### src/rtl/uart_pkg.sv
// uart_pkg: shared UART receiver state type, line levels and parity helper.
package uart_pkg;

    typedef enum logic [2:0] {IDLE, START, DATA, PARITY, STOP} t_uart_rx_state;

    localparam logic IDLE_VAL  = 1'b1;
    localparam logic START_VAL = 1'b0;

    // Expected parity bit for up to 9 data bits; narrower words are zero-extended,
    // which leaves the XOR unchanged.
    function automatic logic parity_calc(input logic [8:0] data, input logic odd);
        return (^data) ^ odd;
    endfunction

endpackage

### src/rtl/uart_baud_tick.sv
// uart_baud_tick: divides clk by CLK_DIV into a one-cycle tick, held at phase 0 by clr.
// Ports: clk, rst (async, active-high), clr (sync clear/hold), tick (pulse every CLK_DIV clk).
module uart_baud_tick #(
    parameter int CLK_DIV = 27
) (
    input  logic clk,
    input  logic rst,
    input  logic clr,
    output logic tick
);

    localparam int W = $clog2(CLK_DIV);
    localparam logic [W-1:0] LAST = W'(CLK_DIV - 1);

    logic [W-1:0] cnt;

    assign tick = !clr && cnt == LAST;

    always_ff @(posedge clk or posedge rst)
        if (rst) cnt <= '0;
        else cnt <= (clr || tick) ? '0 : cnt + 1'b1;

endmodule

### src/rtl/uart_rx_os.sv
// uart_rx_os: oversampling UART receiver with mid-bit sampling, stop/parity check and valid/ready holding register.
// Ports: clk, rst (async, active-high), rx (serial line, idle 1), rx_en (gates start detection),
//        rx_ready (consumer accept), rx_data/rx_valid (holding register), frame_err/parity_err
//        (qualify rx_data), overrun_err (1-cycle pulse, frame lost), rx_busy (FSM not idle).
// Optional parity bit and check are built only when UART_RX_PARITY_EN is defined.
module uart_rx_os #(
    parameter int DATA_BITS  = 8,
    parameter int CLK_DIV    = 27,
    parameter int OVERSAMPLE = 16,
    parameter int STOP_BITS  = 1,
    parameter int PARITY_ODD = 0
) (
    input  logic                 clk,
    input  logic                 rst,
    input  logic                 rx,
    input  logic                 rx_en,
    input  logic                 rx_ready,
    output logic [DATA_BITS-1:0] rx_data,
    output logic                 rx_valid,
    output logic                 frame_err,
    output logic                 parity_err,
    output logic                 overrun_err,
    output logic                 rx_busy
);

    import uart_pkg::*;

    localparam int SW = $clog2(OVERSAMPLE);
    localparam logic [SW-1:0] MID_START = SW'(OVERSAMPLE / 2 - 1);
    localparam logic [SW-1:0] MID_BIT   = SW'(OVERSAMPLE - 1);
    localparam logic [3:0] LAST_DATA = 4'(DATA_BITS - 1);
    localparam logic [3:0] LAST_STOP = 4'(STOP_BITS - 1);

    t_uart_rx_state state, state_n;
    logic rx_meta, rx_s, clr, tick, mid, done, load, ferr, ferr_n, wait_idle;
    logic [SW-1:0] scnt;
    logic [3:0] bcnt;
    logic [DATA_BITS-1:0] shreg;

    assign clr = state == IDLE;

    uart_baud_tick #(.CLK_DIV(CLK_DIV)) u_tick (
        .clk  (clk),
        .rst  (rst),
        .clr  (clr),
        .tick (tick)
    );

    // START samples half a bit in; afterwards every full bit lands mid-bit.
    assign mid     = tick && scnt == ((state == START) ? MID_START : MID_BIT);
    assign ferr_n  = ferr || rx_s == START_VAL;
    assign load    = done && (!rx_valid || rx_ready);
    assign rx_busy = state != IDLE;

    always_ff @(posedge clk or posedge rst)
        if (rst) state <= IDLE;
        else state <= state_n;

    always_comb begin
        state_n = state;
        done    = 1'b0;
        case (state)
            IDLE:   if (rx_en && rx_s == START_VAL && !wait_idle) state_n = START;
            START:  if (mid) state_n = (rx_s == IDLE_VAL) ? IDLE : DATA;
`ifdef UART_RX_PARITY_EN
            DATA:   if (mid && bcnt == LAST_DATA) state_n = PARITY;
            PARITY: if (mid) state_n = STOP;
`else
            DATA:   if (mid && bcnt == LAST_DATA) state_n = STOP;
`endif
            STOP:   if (mid && bcnt == LAST_STOP) begin
                state_n = IDLE;
                done    = 1'b1;
            end
            default: state_n = IDLE;
        endcase
    end

    always_ff @(posedge clk or posedge rst) begin
        if (rst) begin
            rx_meta     <= IDLE_VAL;
            rx_s        <= IDLE_VAL;
            scnt        <= '0;
            bcnt        <= '0;
            shreg       <= '0;
            ferr        <= 1'b0;
            wait_idle   <= 1'b0;
            rx_data     <= '0;
            rx_valid    <= 1'b0;
            frame_err   <= 1'b0;
            overrun_err <= 1'b0;
        end else begin
            rx_meta <= rx;
            rx_s    <= rx_meta;
            if (state == IDLE || mid) scnt <= '0;
            else if (tick) scnt <= scnt + 1'b1;
            // A state change at a mid-bit point always means the bit count is complete.
            if (state == IDLE || state == START) bcnt <= '0;
            else if (mid) bcnt <= (state_n != state) ? '0 : bcnt + 1'b1;
            if (state == DATA && mid) shreg <= {rx_s, shreg[DATA_BITS-1:1]};
            if (state == START) ferr <= 1'b0;
            else if (state == STOP && mid && rx_s == START_VAL) ferr <= 1'b1;
            // A frame ending on a low line (break) must see the line idle again before re-arming.
            if (done) wait_idle <= rx_s == START_VAL;
            else if (rx_s == IDLE_VAL) wait_idle <= 1'b0;
            rx_valid <= load || (rx_valid && !rx_ready);
            if (load) begin
                rx_data   <= shreg;
                frame_err <= ferr_n;
            end
            overrun_err <= done && rx_valid && !rx_ready;
        end
    end

`ifdef UART_RX_PARITY_EN
    logic perr;

    always_ff @(posedge clk or posedge rst) begin
        if (rst) begin
            perr       <= 1'b0;
            parity_err <= 1'b0;
        end else begin
            if (state == PARITY && mid)
                perr <= rx_s != parity_calc(9'(shreg), PARITY_ODD[0]);
            if (load) parity_err <= perr;
        end
    end
`else
    logic unused_parity_odd;

    assign unused_parity_odd = PARITY_ODD[0];
    assign parity_err        = 1'b0;
`endif

endmodule

### config.mk
export PLATFORM = sky130hd
export DESIGN_NAME = uart_rx_os
export DESIGN_NICKNAME = d
export VERILOG_FILES = /design/src/rtl/uart_pkg.sv /design/src/rtl/uart_baud_tick.sv /design/src/rtl/uart_rx_os.sv
export SDC_FILE = /design/constraint.sdc
export NUM_CORES = 1
export LEC_CHECK = 0
export ABC_AREA = 1
export BUFFER_PORTS_ARGS = -buffer_cell sky130_fd_sc_hd__buf_2
export CORE_MARGIN = 2
export CORE_UTILIZATION = 40
export DETAILED_ROUTE_END_ITERATION = 12
export SYNTH_ARGS = -nofsm -noshare
export SYNTH_HDL_FRONTEND = slang
export SYNTH_SLANG_ARGS = --single-unit
### constraint.sdc
create_clock -name clk -period 4.42 [get_ports clk]
set_clock_uncertainty 0.15 [all_clocks]
set_input_delay 0.663 -clock clk [delete_from_list [all_inputs] [get_ports clk]]
set_output_delay 0.663 -clock clk [all_outputs]
set_load 0.1 [all_outputs]
==> out/summary.txt <==
HP Class = register to register
Post-synth EDFFs = 0
routed vias = 1293
Final setup viols = 0
Crit Path Max Fanout = 7
Lkg Pwr = 0.9978 nW
synthesis-to-layout area growth = 11.02%
final hold violations = 0
Max Clk Rate = 452.0 MHz
routed vias/inst = 4.685
antenna violations before repair = 0
Slew Viols, Final = 0
total chip power = 0.0006112 W
Die X = 72.66 um
total routed wirelength = 3.230 mm
Synth Net Count = 212
Synth area leader = dfrtp_1
global-route usage over all layers = 0.1426
Final #Nets = 233
share of layout cells above drive strength 1 = 0.2411
Reg2Reg Depth = 10
most common cell in the netlist = nand2_1
overflow left after global routing = 0
Die Y = 72.66 um
Synth area leaders = dfrtp_1, nand2_1, inv_1
Final Util = 0.4710
DRT Pass-1 Iters = 4
IO Port Bufs = 16
Post-synth ARST share = 1.000
Distinct cells, synth = 32
first-pass GRT wire length = 5.658 mm
FP Rows = 24
Most used DFF post-synth = dfrtp_1
DRC violations left = 0
crit share post-route = 0.5005
Reg power frac = 0.587
CTS Buf Count = 5
clock power share = 0.390
RSZ-0062 raised after global routing = no
Critical Path RT = 3.61 ns
CTS root buffer = clkbuf_8
pin count of the biggest net entering global routing = 40
Int Power = 0.0004707 W
FF+latch count, synth = 39
Mapped Cells = 202
CP startpoint = state[1]
routed len/inst = 11.70 um
crit path capture = rx_busy
CTS tree = yes
Startpoint Class = register
Comb power frac = 0.023
post_cts resized = 0
initial DRC count = 50
critical path endpoint category = primary output
Worst VDD drop = 0.0001420 V
pwr dens = 292.0 nW/um^2
die footprint = 5279 um^2
post-DP HPWL = 2.263 mm
YS warnings = 0
clock sink count = 39
Multi-input gate area = 767.0 um^2
reg2reg end = rx_data[2]
Starting Density = 0.4243
Diodes inserted = 0
FF+latch area = 978.4 um^2
Sw Ratio = 0.2298
total core area = 4444 um^2
MaxCap Viol Count = 0
hold-critical path depth = 0
synth cell count leaders = nand2_1, dfrtp_1, inv_1
CTS Buffer Depth = 2
Synth Area per Inst = 9.334 um^2
clk_lat worst skew = 0.30 ns
fraction of the yosys area taken by sequential cells = 0.5189
share of the synthesized area in the top cell type = 0.4910
flop-to-flop setup slack = 2.55 ns
fin crit period = 2.212 ns
Filler Cell Count = 449
Worst R2R Start = scnt[0]
run status = finished clean
CTS Hold Bufs = 0
number of global-route vias before repair = 1231
Switch Pwr = 0.0001405 W
crit path DAT = 1.40 ns
Post-CTS Setup Inserts = 0
Fin Setup TNS = 0 ns
synthesized cell area = 1886 um^2
Placer Congestion = 0.7639
H-Tree Depth = 2
DRT antenna net count = 0
clock-pin transition on the worst setup and hold timing paths = 0.08 ns
critical path class = register to primary output
number of I/O pins = 18
power groups by stage:
| stage | sequential [W] | combinational, W | clock (W) |
|---|---|---|---|
| 3_3_place_gp | 0.000365 | 0.0000151 | 0 |
| 5_1_grt | 0.000359 | 0.0000164 | 0.000261 |
| 6_report | 0.000359 | 0.0000143 | 0.000238 |
| 4_1_cts | 0.000358 | 0.0000152 | 0.000251 |
| 3_5_place_dp | 0.000366 | 0.0000152 | 0 |
| 2_1_floorplan | 0.000365 | 0.0000109 | 0 |
per-layer routing:
| layer | vias to the layer above | wire length, um | global-route usage |
|---|---|---|---|
| met4 | 0 | 91 | 0.08025 |
| li1 | 679 | - | - |
| met1 | 590 | 1699 | 0.1925 |
| met3 | 7 | 111 | 0.04144 |
| met5 | - | 0 | 0 |
| met2 | 17 | 1327 | 0.2051 |
worst max-delay path, cell delays in order, from the launching register on:
cell and delay, ns:
dfrtp_1 0.48, nor2_4 0.09, nand2_4 0.10, buf_2 0.43
layout by cell type (no fill, tap or decap), types with 5 or more instances in the layout:
cell type   n
inv_1      24
o21ai_2     9
nand2_1    44
nand3_1     8
clkbuf_8    5
o21ai_0     8
o21ai_1     6
dfrtp_1    37
buf_2      16
ha_1        5
nor2_1     19
logic make-up after synthesis:
group / Yosys count / share of synthesized area
XOR/XNOR: 4 / 0.01858
flip-flops: 39 / 0.5189
adder cells (fa/ha/maj): 5 / 0.03318
buffers and inverters: 32 / 0.07432
AO/OA/AOI/OAI: 29 / 0.09821
other: 1 / 0.001989
AND/OR/NAND/NOR: 92 / 0.2548
final cells by class:
type                            instances  share of cell area
Multi-Input combinational cell        131              0.3664
Sequential cell                        39              0.4674
Tap cell                               52             0.03108
Timing Repair Buffer                   17             0.04184
Clock buffer                            6             0.03467
Inverter                               29             0.05260
Clock inverter                          2            0.005977
how the worst min path moves through the flow:
stage            start   end  slack, ns
5_1_grt        rx_meta  rx_s       0.21
2_1_floorplan  rx_meta  rx_s       0.20
4_1_cts        rx_meta  rx_s       0.21
3_5_place_dp   rx_meta  rx_s       0.20
3_3_place_gp   rx_meta  rx_s       0.20
6_report       rx_meta  rx_s       0.21
registers in the layout, indices dropped and copies added, names as in the netlist:
register and cells:
u_tick.cnt 5, rx_s 1, wait_idle 1, overrun_err 1, ferr 1, rx_valid 1
rx_meta 1, scnt 4, state 3, frame_err 1, bcnt 4, shreg 8
rx_data 8
metrics by stage:
step           cells  hold slack [ns]  worst slack [ns]  cell area (um^2)
2_1_floorplan    202           0.1952             2.569              1886
3_3_place_gp     268           0.1976             2.539              2008
3_5_place_dp     268           0.1981             2.528              2008
4_1_cts          276           0.2090             2.197              2093
5_1_grt          276           0.2121             2.160              2093
6_report         276           0.2080             2.208              2093
No activity file was read; power rests on OpenSTA's default activity.
